### src/rtl/dig_top_pkg.sv
// Shared types and constants for the audio DAC digital front end.
// Holds register map, I2C state encoding, config payload and the volume/code helpers.
package dig_top_pkg;

  localparam int unsigned WORD_W = 32;
  localparam int unsigned CODE_W = 24;
  localparam int unsigned C_W    = 6;
  localparam int unsigned B_W    = 18;
  localparam int unsigned REG_W  = 8;
  localparam int unsigned VOL_W  = 8;
  localparam int unsigned PROD_W = CODE_W + VOL_W + 1;
  localparam int unsigned VOL_SHIFT = 7;

  localparam logic [6:0]        I2C_ADDR    = 7'b0010110;
  localparam logic [REG_W-1:0]  VOL_DEFAULT = 8'h80;
  localparam logic [REG_W-1:0]  REG_VOL_L   = 8'h00;
  localparam logic [REG_W-1:0]  REG_VOL_R   = 8'h01;
  localparam logic [REG_W-1:0]  REG_CTRL    = 8'h02;
  localparam logic [CODE_W-1:0] MID_SCALE   = 24'h800000;

  localparam logic signed [PROD_W-1:0] SAT_MAX = 33'sd8388607;
  localparam logic signed [PROD_W-1:0] SAT_MIN = -33'sd8388608;

  typedef enum logic [2:0] {
    ST_IDLE,
    ST_ADDR,
    ST_ADDR_ACK,
    ST_REG,
    ST_REG_ACK,
    ST_DATA,
    ST_DATA_ACK
  } i2c_state_t;

  typedef struct packed {
    logic [VOL_W-1:0] vol_l;
    logic [VOL_W-1:0] vol_r;
    logic             swap;
    logic             mute;
  } dac_cfg_t;

  localparam dac_cfg_t CFG_RESET = '{vol_l: VOL_DEFAULT, vol_r: VOL_DEFAULT,
                                     swap: 1'b0, mute: 1'b0};

  // Signed sample times unsigned Q1.7 volume, saturated, as offset-binary code.
  function automatic logic [CODE_W-1:0] scale_code(input logic [CODE_W-1:0] s,
                                                   input logic [VOL_W-1:0]  vol,
                                                   input logic              mute);
    logic signed [PROD_W-1:0] p;
    logic signed [PROD_W-1:0] y;
    logic [CODE_W-1:0]        ys;
    p = PROD_W'($signed(s)) * PROD_W'($signed({1'b0, vol}));
    y = p >>> VOL_SHIFT;
    if (mute)             ys = '0;
    else if (y > SAT_MAX) ys = 24'h7FFFFF;
    else if (y < SAT_MIN) ys = 24'h800000;
    else                  ys = CODE_W'(y);
    return {~ys[CODE_W-1], ys[CODE_W-2:0]};
  endfunction

  function automatic logic [REG_W-1:0] reg_read(input dac_cfg_t cfg,
                                                input logic [REG_W-1:0] addr);
    case (addr)
      REG_VOL_L: return cfg.vol_l;
      REG_VOL_R: return cfg.vol_r;
      REG_CTRL:  return {6'b0, cfg.swap, cfg.mute};
      default:   return '0;
    endcase
  endfunction

endpackage

### src/rtl/i2c_slave_regs.sv
// I2C slave (oversampled on m_clk) plus the volume/control register file.
// Define I2C_READ_EN to add register read-back; otherwise reads are NACKed.
module i2c_slave_regs
  import dig_top_pkg::*;
(
  input  logic     m_clk,
  input  logic     rst_n,
  input  logic     i2c_scl,
  input  logic     i2c_sdain,
  output logic     i2c_sdaout,
  output logic     i2c_sdaout_en,
  output dac_cfg_t cfg
);

  logic [1:0]       scl_sync;
  logic [1:0]       sda_sync;
  logic             scl_d;
  logic             sda_d;
  logic             scl_s;
  logic             sda_s;
  logic             scl_rise_c;
  logic             scl_fall_c;
  logic             start_c;
  logic             stop_c;
  i2c_state_t       state;
  logic [2:0]       bit_cnt;
  logic [REG_W-2:0] shift;
  logic [REG_W-1:0] ptr;
  logic             ack_ph;
  logic [REG_W-1:0] byte_c;
`ifdef I2C_READ_EN
  logic             rd;
  logic [REG_W-2:0] tx;
  logic [REG_W-1:0] rd_byte_c;

  assign rd_byte_c = reg_read(cfg, ptr);
`endif

  assign i2c_sdaout = 1'b0;
  assign scl_s      = scl_sync[1];
  assign sda_s      = sda_sync[1];
  assign scl_rise_c = scl_s & ~scl_d;
  assign scl_fall_c = ~scl_s & scl_d;
  assign start_c    = scl_s & scl_d & sda_d & ~sda_s;
  assign stop_c     = scl_s & scl_d & ~sda_d & sda_s;
  assign byte_c     = {shift, sda_s};

  // Idle bus is high, so synchronisers reset to 1 to avoid a false START/STOP.
  always_ff @(posedge m_clk or posedge rst_n) begin
    if (rst_n) begin
      scl_sync <= '1;
      sda_sync <= '1;
      scl_d    <= 1'b1;
      sda_d    <= 1'b1;
    end else begin
      scl_sync <= {scl_sync[0], i2c_scl};
      sda_sync <= {sda_sync[0], i2c_sdain};
      scl_d    <= scl_s;
      sda_d    <= sda_s;
    end
  end

  always_ff @(posedge m_clk or posedge rst_n) begin
    if (rst_n) begin
      state         <= ST_IDLE;
      bit_cnt       <= '0;
      shift         <= '0;
      ptr           <= '0;
      ack_ph        <= 1'b0;
      i2c_sdaout_en <= 1'b0;
      cfg           <= CFG_RESET;
`ifdef I2C_READ_EN
      rd            <= 1'b0;
      tx            <= '0;
`endif
    end else if (start_c) begin
      state         <= ST_ADDR;
      bit_cnt       <= '0;
      ack_ph        <= 1'b0;
      i2c_sdaout_en <= 1'b0;
`ifdef I2C_READ_EN
      rd            <= 1'b0;
`endif
    end else if (stop_c) begin
      state         <= ST_IDLE;
      ack_ph        <= 1'b0;
      i2c_sdaout_en <= 1'b0;
    end else begin
      case (state)
        ST_ADDR, ST_REG: begin
          if (scl_rise_c) begin
            shift   <= byte_c[REG_W-2:0];
            bit_cnt <= bit_cnt + 3'd1;
            if (bit_cnt == 3'd7) begin
              if (state == ST_REG) begin
                ptr   <= byte_c;
                state <= ST_REG_ACK;
              end else if (byte_c[7:1] == I2C_ADDR && !byte_c[0]) begin
                state <= ST_ADDR_ACK;
`ifdef I2C_READ_EN
              end else if (byte_c[7:1] == I2C_ADDR) begin
                state <= ST_ADDR_ACK;
                rd    <= 1'b1;
`endif
              end else begin
                state <= ST_IDLE;
              end
            end
          end
        end
        ST_DATA: begin
`ifdef I2C_READ_EN
          if (rd) begin
            if (scl_rise_c) begin
              bit_cnt <= bit_cnt + 3'd1;
              if (bit_cnt == 3'd7) begin
                state <= ST_DATA_ACK;
                ptr   <= ptr + 8'd1;
              end
            end else if (scl_fall_c && bit_cnt != 3'd0) begin
              i2c_sdaout_en <= ~tx[REG_W-2];
              tx            <= {tx[REG_W-3:0], 1'b0};
            end
          end else
`endif
          if (scl_rise_c) begin
            shift   <= byte_c[REG_W-2:0];
            bit_cnt <= bit_cnt + 3'd1;
            if (bit_cnt == 3'd7) begin
              case (ptr)
                REG_VOL_L: cfg.vol_l <= byte_c;
                REG_VOL_R: cfg.vol_r <= byte_c;
                REG_CTRL: begin
                  cfg.mute <= byte_c[0];
                  cfg.swap <= byte_c[1];
                end
                default: ;
              endcase
              ptr   <= ptr + 8'd1;
              state <= ST_DATA_ACK;
            end
          end
        end
        ST_ADDR_ACK, ST_REG_ACK, ST_DATA_ACK: begin
`ifdef I2C_READ_EN
          // Master acknowledge after a read byte: NACK ends the read.
          if (rd && state == ST_DATA_ACK) begin
            if (scl_rise_c && sda_s) begin
              state <= ST_IDLE;
            end else if (scl_fall_c) begin
              ack_ph <= ~ack_ph;
              if (!ack_ph) begin
                i2c_sdaout_en <= 1'b0;
              end else begin
                state         <= ST_DATA;
                bit_cnt       <= '0;
                tx            <= rd_byte_c[REG_W-2:0];
                i2c_sdaout_en <= ~rd_byte_c[REG_W-1];
              end
            end
          end else
`endif
          // Pull SDA low from the fall after bit 8 until the following fall.
          if (scl_fall_c) begin
            ack_ph        <= ~ack_ph;
            i2c_sdaout_en <= ~ack_ph;
            if (ack_ph) begin
              bit_cnt <= '0;
              state   <= (state == ST_ADDR_ACK) ? ST_REG : ST_DATA;
`ifdef I2C_READ_EN
              if (rd) begin
                state         <= ST_DATA;
                tx            <= rd_byte_c[REG_W-2:0];
                i2c_sdaout_en <= ~rd_byte_c[REG_W-1];
              end
`endif
            end
          end
        end
        default: ;
      endcase
    end
  end

endmodule

### src/rtl/dig_top.sv
// Audio DAC digital front end: I2S receiver, per-channel volume/mute/swap, segmented codes.
// Register read-back over I2C is built only when I2C_READ_EN is defined.
module dig_top
  import dig_top_pkg::*;
(
  input  logic           m_clk,
  input  logic           rst_n,
  input  logic           i2s_sck,
  input  logic           i2s_lrclk,
  input  logic           i2s_sdin,
  input  logic           i2c_scl,
  input  logic           i2c_sdain,
  output logic           i2c_sdaout,
  output logic           i2c_sdaout_en,
  output logic [C_W-1:0] SVCout,
  output logic [B_W-1:0] SVBout,
  output logic [C_W-1:0] STCout,
  output logic [B_W-1:0] STBout
);

  dac_cfg_t          cfg;
  logic [1:0]        sck_sync;
  logic [1:0]        lr_sync;
  logic [1:0]        sd_sync;
  logic              sck_d;
  logic              sck_rise_c;
  logic              lr_edge_c;
  logic              lr_prev;
  logic              lr_vld;
  logic              lat_l;
  logic              sample_stb;
  logic [WORD_W-1:0] shift;
  logic [CODE_W-1:0] word_l;
  logic [CODE_W-1:0] word_r_c;
  logic [CODE_W-1:0] sv_code;
  logic [CODE_W-1:0] st_code;

  i2c_slave_regs u_i2c (
    .m_clk         (m_clk),
    .rst_n         (rst_n),
    .i2c_scl       (i2c_scl),
    .i2c_sdain     (i2c_sdain),
    .i2c_sdaout    (i2c_sdaout),
    .i2c_sdaout_en (i2c_sdaout_en),
    .cfg           (cfg)
  );

  assign sck_rise_c = sck_sync[1] & ~sck_d;
  assign lr_edge_c  = lr_vld & (lr_sync[1] != lr_prev);
  // Right word is still sitting in the shift register on the strobe cycle.
  assign word_r_c   = shift[WORD_W-1 -: CODE_W];

  // I2S receive: the rise after an lrclk change carries the previous word's LSB.
  always_ff @(posedge m_clk or posedge rst_n) begin
    if (rst_n) begin
      sck_sync   <= '0;
      lr_sync    <= '0;
      sd_sync    <= '0;
      sck_d      <= 1'b0;
      lr_prev    <= 1'b0;
      lr_vld     <= 1'b0;
      lat_l      <= 1'b0;
      sample_stb <= 1'b0;
      shift      <= '0;
      word_l     <= '0;
    end else begin
      sck_sync   <= {sck_sync[0], i2s_sck};
      lr_sync    <= {lr_sync[0], i2s_lrclk};
      sd_sync    <= {sd_sync[0], i2s_sdin};
      sck_d      <= sck_sync[1];
      lat_l      <= 1'b0;
      sample_stb <= 1'b0;
      if (sck_rise_c) begin
        shift   <= {shift[WORD_W-2:0], sd_sync[1]};
        lr_prev <= lr_sync[1];
        lr_vld  <= 1'b1;
        if (lr_edge_c) begin
          if (lr_sync[1]) lat_l      <= 1'b1;
          else            sample_stb <= 1'b1;
        end
      end
      if (lat_l) word_l <= shift[WORD_W-1 -: CODE_W];
    end
  end

  // Swap routes inputs; volumes stay with their output channel.
  always_ff @(posedge m_clk or posedge rst_n) begin
    if (rst_n) begin
      sv_code <= MID_SCALE;
      st_code <= MID_SCALE;
    end else if (sample_stb) begin
      sv_code <= scale_code(cfg.swap ? word_r_c : word_l, cfg.vol_l, cfg.mute);
      st_code <= scale_code(cfg.swap ? word_l : word_r_c, cfg.vol_r, cfg.mute);
    end
  end

  assign {SVCout, SVBout} = sv_code;
  assign {STCout, STBout} = st_code;

endmodule

### config.mk
export PLATFORM = sky130hd
export DESIGN_NAME = dig_top
export DESIGN_NICKNAME = d
export VERILOG_FILES = /design/src/rtl/dig_top_pkg.sv /design/src/rtl/i2c_slave_regs.sv /design/src/rtl/dig_top.sv
export SDC_FILE = /design/constraint.sdc
export NUM_CORES = 1
export LEC_CHECK = 0
export CAP_MARGIN = 25
export CORE_MARGIN = 3
export CORE_UTILIZATION = 25
export DETAILED_ROUTE_END_ITERATION = 8
export PLACE_DENSITY = 0.38
export SLEW_MARGIN = 10
export SYNTH_ARGS = -nofsm -noshare
export SYNTH_HDL_FRONTEND = slang
export SYNTH_HIERARCHICAL = 1
export SYNTH_SLANG_ARGS = --single-unit
### constraint.sdc
create_clock -name m_clk -period 6.8 [get_ports m_clk]
set_input_delay 1.02 -clock m_clk [delete_from_list [all_inputs] [get_ports m_clk]]
set_output_delay 1.02 -clock m_clk [all_outputs]
set_load 0.02 [all_outputs]
# Word level (Yosys, flattened, before mapping)
# Cells that the tools add are included.
# op_classes
addsub	2
mul	2
div_mod_pow	0
magnitude_cmp	4
n_eq_ne	26
n_shift	0
mux	44
n_bitwise	19
n_reduce_logical	19
# ops
cell	count
$mux W24	10
$mul A24 B9 Y33	2
$gt A26 B24 Y1 const B	2
$lt A26 B24 Y1 const B	2
$mux W3	15
$mux W8	5
$ne A4 B1 Y1 const B	6
$reduce_and A6 Y1	3
$pmux W8 S2	1
$eq A3 B3 Y1 const B	4
$ne A2 B1 Y1 const B	6
$mux W1	10
$not A1 Y1	10
$and A1 B1 Y1	9
$ne A3 B1 Y1 const B	3
$pmux W3 S3	1
$reduce_bool A3 Y1	3
$add A8 B1 Y8 const B	1
$eq A8 B1 Y1 const B	1
$eq A8 B2 Y1 const B	1
$logic_not A8 Y1	1
$reduce_and A8 Y1	1
$eq A7 B5 Y1 const B	1
$reduce_and A7 Y1	1
other kinds (15)	17
# word_totals
reg_bits	161
latchBits	0
mem_bits_rw	0
rom_bits	0
inputBits	7
output_inout_bits	50
memories	0

# Depth between registers and ports, before layout
# Gate-level depths: netlist of run 1.
# logic_depth
ltp_word	9
mapped_depth	24
mapped_depth_nobuf	20

# Modules after synthesis
# Netlist of run 1, hierarchy kept.
# by_module_without_submodules
module	instances	cells_each	area_each_um2
dig_top	1	1951	18396.4
i2c_slave_regs	1	177	2102.0

# Worst setup path before layout of run 1
# Ideal clock, no wire load.
# synth_path
kind	register to register
start	register u_i2c/cfg[1] (netlist name)
end	register st_code[5]
t_arrival_ps	6145
required_ps	6674
slack_ps	529
stages_incl_launch_ff	23
period_less_slack_ps	6271
path_cell_list	dfrtp_1 -> buf_2 -> clkbuf_1 -> clkbuf_1 -> mux2_2 -> and2_1 -> fa_1 -> fa_1 -> fa_1 -> inv_1 -> fa_1 -> inv_1 -> ha_1 -> clkbuf_1 -> and2_1 -> and3_1 -> a221oi_1 -> o21ai_0 -> or3_1 -> o211ai_1 -> a21oi_1 -> buf_4 -> a221o_1
# synth_between
elab_chain_cells	7
elab_cells_between_ends	8
cone_classes	mul (1); order compare (2); mux (5)
# synth_lines
item	line_no	source
$mux W24 (*)	dig_top.sv:93	st_code <= scale_code(cfg.swap ? word_l : word_r_c, cfg.vol_r, cfg.mute);
$mul A24 B9 Y33 (*)	dig_top_pkg.sv:51	p = PROD_W'($signed(s)) * PROD_W'($signed({1'b0, vol}));
$lt A26 B24 Y1	dig_top_pkg.sv:55	else if (y < SAT_MIN) ys = 24'h800000;
$mux W24	dig_top_pkg.sv:55	
$mux W24 (*)	dig_top_pkg.sv:54	else if (y > SAT_MAX) ys = 24'h7FFFFF;
$mux W24 (*)	dig_top_pkg.sv:53	if (mute) ys = '0;
$mux W24 (*)	dig_top.sv:91	end else if (sample_stb) begin
end signal, assigned	dig_top.sv:93	
end, declared	dig_top.sv:36	logic [CODE_W-1:0] st_code;
# Every way passes the cells marked *; elsewhere a longest branch is shown, timed or not. The select of a mux whose other input is x is not followed.
# A chain may end at the register's enable or synchronous reset.

# Final worst setup path of run 1
# layout_path
start	register u_i2c/cfg[1] (netlist name)
end	register sv_code[20]
# layout_between
elab_chain_cells	7
elab_cells_between_ends	8
cone_classes	mul (1); order compare (2); mux (5)
# layout_lines
item	line_no	source
$mux W24 (*)	dig_top.sv:92	sv_code <= scale_code(cfg.swap ? word_r_c : word_l, cfg.vol_l, cfg.mute);
$mul A24 B9 Y33 (*)	dig_top_pkg.sv:51	
$lt A26 B24 Y1	dig_top_pkg.sv:55	
$mux W24	dig_top_pkg.sv:55	
$mux W24 (*)	dig_top_pkg.sv:54	
$mux W24 (*)	dig_top_pkg.sv:53	
$mux W24 (*)	dig_top.sv:91	
end signal, assigned	dig_top.sv:92	
end, declared	dig_top.sv:35	logic [CODE_W-1:0] sv_code;
# Marks and branches as above.

==> impl_metrics.py, run 1 <==
metrics = {
    "global_route": {
        "grt_pass1_wl_um": 88600,
        "grt_use_total_pct": 13.0,
        "grt_max_degree": 61,
        "antenna_found_initial": 0,
        "overflow": 0,
        "grt_pass1_vias": 15700,
    },
    "route": {
        "vias_per_cell": 4.41,
        "first_pass_iters": 7,
        "routed_wl_um": 53300,
        "wl_per_cell_um": 16.5,
        "ant_nets": 0,
        "drt_iter0_markers": 578,
        "drc": 0,
        "num_vias": 14300,
    },
    "critical_path": {
        "setup.worst_path.start": "u_i2c/cfg[1]",
        "crit_type": "flop to flop",
        "endpoint_kind": "flop",
        "cp-start-kind": "flop",
        "critical_path_arrival_ps": 6830,
        "timing.rr.start": "u_i2c/cfg[1]",
        "critPathMaxFanout": 27,
        "worst-r2r-cell-count": 17,
        "required_ps": 7220,
    },
    "timing": {
        "rsz0062_at_grt": "no",
        "timing.final.crit_share_pct": 94.2,
        "hold_viol": 0,
        "setup_viol_count_final": 0,
        "relSlewSlack_pct": 33.2,
        "finalMaxSlewViolations": 0,
        "period_needed_ps": 6410,
        "max_freq_mhz": 156,
        "worstMarginPinSlew_ps": 1000,
        "setup_slack_ps": 392,
        "skew_ps": 21.0,
    },
    "status": {
        "status": "finished, final reports clean",
    },
    "clocking": {
        "postCtsSetupBuffers": 0,
        "clkSinkCount": 161,
        "cts_hold_buf": 0,
        "clock_latency_ps": 490,
        "cts_root_buf": "clkbuf_16",
        "cts_tree": "built",
        "numCtsBuffers": 17,
        "clk_pin_slew_ps": 70,
        "htree_levels": 4,
        "cts.path.max_buffers": 2,
    },
    "floorplan": {
        "initial_core_util_pct": 25.3,
        "die_y_um": 292,
        "coreArea_mm2": 0.0809,
        "dieWidth_um": 292,
        "top_level_ports": 57,
        "fp-row-count": 104,
        "die_area_mm2": 0.0855,
    },
    "synthesis": {
        "synth_cell_type_count": 91,
        "synth_edf_count": 0,
        "ys_dominant_reg_cell": "dfrtp_1",
        "synth_fp_nets": 2563,
        "synth_area_mm2": 0.0205,
        "synth.most_common_cell": "inv_1",
        "netlist_top_cells_area": "fa_1 29%, dfrtp_1 18%, inv_1 8.1%",
        "syn_area_per_cell_um2": 9.63,
        "synth_top_area_share_pct": 29.1,
        "ys_ff_latch": 161,
        "async_flop_share_pct": 100,
        "ys.warnings.count": 6,
        "synth_seq_area_share_pct": 19.7,
        "synth_cells": 2128,
        "synth_common_cells": "440 x inv_1, 298 x fa_1, 244 x nand2_1, 156 x and2_1, 151 x dfrtp_1",
        "yosysTopAreaCell": "fa_1",
    },
    "power": {
        "p_sw_share_pct": 31.6,
        "peakVddDrop_mv": 0.175,
        "p_int_mw": 1.76,
        "seqPwrFrac_pct": 45.7,
        "power.leakage_nw": 11.8,
        "powerDensity_mw_per_mm2": 112,
        "pwr-share-clk_pct": 41.4,
        "p_sw_uw": 813,
        "power_mw": 2.57,
        "combPwrFrac_pct": 12.9,
    },
    "placement": {
        "gp_congestion": 0.797,
        "dpl.hpwl_um": 42400,
        "placed_area_mm2": 0.0223,
        "placed_cells": 3204,
        "dp_slack_ps": -21.0,
        "portBuffers": 55,
    },
    "flow_run": {
        "maxCapViolCount": 0,
    },
    "cells_and_area": {
        "finalNonFillerCells": 3239,
        "final_cell_area_mm2": 0.0230,
        "antennaDiodeCount": 0,
        "drive_gt1_share_pct": 10.8,
        "final_nets": 2601,
        "fill_cells": 8613,
        "area_growth_pct": 12.4,
    },
    "hold_path": {
        "min-delay-start": "sck_sync[0]",
        "min-delay-path-class": "flop to flop",
        "min_delay_path_depth": 0,
    },
}
[worst max-delay path: stages (launching register included)]
cell	delay (ps)
dfrtp_4	670
buf_4	260
mux2i_1	600
nor2b_1	150
fa_1	440
fa_1	490
inv_1	60
fa_1	490
fa_1	490
inv_1	40
ha_1	310
a21oi_1	390
nand2_1	220
a311o_1	350
o2111ai_1	300
o311ai_4	230
a211oi_4	650
a221o_1	200
[registers in the layout, summed over array words and instances, names as in the netlist]
signal / cells
word_l: 24
u_i2c/scl_sync: 2
sample_stb: 1
lat_l: 1
st_code: 24
sck_sync: 2
u_i2c/sda_sync: 2
u_i2c/bit_cnt: 3
u_i2c/shift: 7
sd_sync: 2
lr_sync: 2
u_i2c/state: 3
u_i2c/cfg: 18
u_i2c/ptr: 8
shift: 32
u_i2c/scl_d: 1
u_i2c/sda_d: 1
lr_vld: 1
u_i2c/ack_ph: 1
sv_code: 24
sck_d: 1
lr_prev: 1
[area by class of cell]
class | instances | area, um2 | area share (%)
well taps | 1060 | 1330 | 5.76
clock buffers | 18 | 429 | 1.86
multi-input cells | 1449 | 14500 | 62.9
repair buffers | 96 | 908 | 3.94
inverters | 441 | 1660 | 7.20
flip-flops and latches | 161 | 4050 | 17.6
clock inverters | 14 | 186 | 0.809
[per-layer routing]
layer / track usage (%) / share of wire, % / vias up
li1: - / - / 6816
met1: 19.0 / 51 / 7273
met2: 20.6 / 45 / 157
met3: 2.13 / 2.5 / 24
met4: 2.36 / 0.77 / 0
met5: 0 / 0 / -
[what timing repair did]
action                     in CTS  in global routing
pin swaps                       0                  2
gates resized for setup         1                  3
cloned                          0                  1
setup endpoints to repair      22                 45
[metrics by stage]
step	util (%)	setup TNS, ps	hold slack, ps
after floorplan	-	0	331
after global placement	27.6	-104	342
after detailed placement	27.6	-223	339
after CTS	28.4	0	358
after global routing	28.5	0	359
final	28.5	0	356
[power groups by stage]
stage	logic (mW)	registers [mW]	clock network [mW]
after CTS	0.338	1.18	1.11
after global routing	0.373	1.19	1.15
after floorplan	0.221	1.14	0
final	0.332	1.18	1.06
after global placement	0.327	1.20	0
after detailed placement	0.335	1.20	0
[kinds of logic after synthesis]
| logic type | synth area share [%] |
|---|---|
| AO/OA/AOI/OAI | 9.08 |
| XOR/XNOR | 2.56 |
| adder cells (fa/ha/maj) | 37.0 |
| buffers and inverters | 9.83 |
| flip-flops | 19.7 |
| multiplexers | 7.21 |
| other | 0.0183 |
| AND/OR/NAND/NOR | 14.5 |
[path summary, 6_finish.rpt]
| kind | to | slack (ps) |
|---|---|---|
| worst max-delay path | sv_code[20] | 390 |
| worst min-delay path | sck_sync[1] | 360 |
| worst max register to register | sv_code[20] | 390 |
| worst min register to register | sck_sync[1] | 360 |
| max in group asynchronous | shift[0] | 4350 |
| min in group asynchronous | u_i2c/cfg[11] | 990 |
[cell usage in the layout, fill, tap and decap left out, types with 47 or more instances in the layout]
master           instances
ha_1                   130
dfrtp_1                150
nand2_1                244
a221o_1                 47
mux2_2                 125
a21oi_1                 81
and2_1                 156
inv_1                  438
clkdlybuf4s50_1         55
fa_1                   298
(Power assumes the default switching activity.)
==> run 2, diff against run 1 <==
--- a/config.mk
+++ b/config.mk
@@ -10,6 +10,7 @@
 export CORE_UTILIZATION = 25
 export DETAILED_ROUTE_END_ITERATION = 8
 export PLACE_DENSITY = 0.38
+export REMOVE_ABC_BUFFERS = 1
 export SLEW_MARGIN = 10
 export SYNTH_ARGS = -nofsm -noshare
 export SYNTH_HDL_FRONTEND = slang
==> impl_metrics.py, run 2 (same netlist as run 1, synthesis figures left out) <==
metrics = {
    "critical_path": {
        "cp_slowest_stage_delay_ps": 610,
        "path_cells": "buf_4 -> mux2_2 -> nand2_1 -> fa_1 -> inv_1 -> fa_1 -> fa_1 -> inv_1 -> fa_1 -> inv_1 -> ha_1 -> nand4_1 -> or4_1 -> o22a_1 -> nor4b_4 -> o21bai_2 -> xnor2_2 -> a211oi_4 -> buf_8 -> a221o_1",
        "crit_buf_inv": 5,
        "crit_type": "flop to flop",
        "crit_family": "adder cells",
        "crit_top_cell": "fa_1",
        "critical_path_arrival_ps": 6890,
        "cp-start-kind": "flop",
        "critPathMaxFanout": 20,
        "required_ps": 7230,
        "endpoint_kind": "flop",
        "cpMaxStageDelayCell": "dfrtp_2",
    },
    "cells_and_area": {
        "largest_register_ffs": 32,
        "final_nets": 2593,
        "layout_common_cells": "438 x inv_1, 298 x fa_1, 244 x nand2_1",
        "regMostFlops": "shift",
        "drive_gt1_share_pct": 10.6,
        "area_growth_pct": 12.1,
        "antennaDiodeCount": 0,
        "layout_commonest_cell": "inv_1",
        "final_cell_area_mm2": 0.0230,
    },
    "timing": {
        "setup_viol_count_final": 0,
        "skew_ps": 16.9,
        "whs_ps": 348,
        "period_needed_ps": 6460,
        "max_freq_mhz": 155,
        "hold_viol": 0,
        "worstMarginPinSlew_ps": 1030,
        "setup_slack_ps": 341,
        "timing.final.crit_share_pct": 95.0,
        "finalMaxSlewViolations": 0,
        "rsz0062_at_grt": "no",
        "relSlewSlack_pct": 31.6,
    },
    "placement": {
        "dp_slack_ps": 92.9,
        "dpl.hpwl_um": 41500,
        "gp_congestion": 0.800,
        "placed_area_mm2": 0.0223,
        "portBuffers": 55,
    },
    "power": {
        "p_sw_share_pct": 31.7,
        "power.leakage_nw": 11.7,
        "powerDensity_mw_per_mm2": 111,
        "p_int_mw": 1.74,
        "pwr-share-clk_pct": 41.3,
        "peakVddDrop_mv": 0.197,
        "combPwrFrac_pct": 12.8,
        "p_sw_uw": 810,
        "seqPwrFrac_pct": 45.9,
    },
    "floorplan": {
        "die_area_mm2": 0.0855,
        "fp-row-count": 104,
        "dieWidth_um": 292,
        "initial_core_util_pct": 25.3,
        "coreArea_mm2": 0.0809,
        "top_level_ports": 57,
        "die_y_um": 292,
    },
    "hold_path": {
        "min-delay-path-class": "flop to flop",
    },
    "route": {
        "num_vias": 14200,
        "wl_per_cell_um": 16.3,
        "drt_iter0_markers": 754,
        "ant_nets": 0,
        "vias_per_cell": 4.39,
        "drc": 0,
        "first_pass_iters": 5,
        "routed_wl_um": 52600,
    },
    "clocking": {
        "clock_latency_ps": 500,
        "postCtsSetupBuffers": 0,
        "clk_pin_slew_ps": 80,
        "clkSinkCount": 161,
        "cts_root_buf": "clkbuf_16",
        "cts.path.max_buffers": 2,
        "numCtsBuffers": 17,
        "cts_tree": "built",
        "cts_hold_buf": 0,
        "htree_levels": 4,
    },
    "global_route": {
        "overflow": 0,
        "antenna_found_initial": 0,
        "grt_use_total_pct": 12.9,
        "grt_pass1_vias": 15600,
        "grt_max_degree": 69,
        "grt_pass1_wl_um": 88100,
    },
    "flow_run": {
        "maxCapViolCount": 0,
    },
    "status": {
        "status": "finished, final reports clean",
    },
}
run 2: changes by cell type in the layout (fill, tap and decap cells not counted), sizes merged:
cell	change
a211oi	-1
buf	-7
bufinv	-1
clkinv	-1
clkinvlp	+1
o22ai	+1
run 2: what timing repair did:
item / 4_1_cts / 5_1_grt
setup endpoints to repair: 0 / 45
gates resized for setup: 0 / 3
hold endpoints to repair: 0 / 0
run 2: area by class of cell:
type / instances / area (um2)
multi-input cells: 1449 / 14500
repair buffers: 88 / 858
fillers: 8605 / 58000
inverters: 441 / 1660
flip-flops and latches: 161 / 4040
well taps: 1060 / 1330
clock buffers: 19 / 453
clock inverters: 13 / 159
run 2: worst reg2reg max path, cell delays in order, from the launching register on:
cell	delay (ps)
dfrtp_2	610
buf_4	370
mux2_2	330
nand2_1	110
fa_1	580
inv_1	70
fa_1	520
fa_1	500
inv_1	50
fa_1	510
inv_1	60
ha_1	400
nand4_1	240
or4_1	460
o22a_1	230
nor4b_4	160
o21bai_2	190
xnor2_2	180
a211oi_4	460
buf_8	230
a221o_1	140
run 2: path summary, 6_finish.rpt:
| kind | start | to | slack (ps) | cells after the start |
|---|---|---|---|---|
| min in group asynchronous | rst_n | u_i2c/state[0] | 960 | 2 |
| max reg2reg | u_i2c/cfg[1] | sv_code[3] | 340 | 20 |
| min reg2reg | u_i2c/sda_sync[0] | u_i2c/sda_sync[1] | 350 | 0 |
| max in group asynchronous | rst_n | shift[16] | 4560 | 3 |
| min | u_i2c/sda_sync[0] | u_i2c/sda_sync[1] | 350 | 0 |
| max | u_i2c/cfg[1] | sv_code[3] | 340 | 20 |
run 2: routing by layer:
metal	part of all wire [%]	up-vias	global-route usage (%)	wire length [um]
li1	-	6804	-	-
met1	51	7190	18.6	27000
met2	46	134	20.7	24000
met3	1.8	40	1.77	955
met4	1.5	0	2.96	775
met5	0	-	0	0
run 2: per-stage QoR:
stage	instances	utilization (%)	TNS, ps	total power, mW
6_report	3231	28.4	0	2.55
3_5_place_dp	3195	27.5	0	1.52
2_1_floorplan	2050	-	-3660	1.35
3_3_place_gp	3194	27.5	0	1.51
5_1_grt	3231	28.4	0	2.69
4_1_cts	3227	28.3	0	2.62
run 2: power groups by stage:
stage / Combinational (mW) / Clock, mW / Sequential, mW
after CTS: 0.330 / 1.11 / 1.17
final: 0.325 / 1.05 / 1.17
after global placement: 0.321 / 0 / 1.19
after floorplan: 0.213 / 0 / 1.14
after detailed placement: 0.327 / 0 / 1.19
after global routing: 0.363 / 1.13 / 1.19
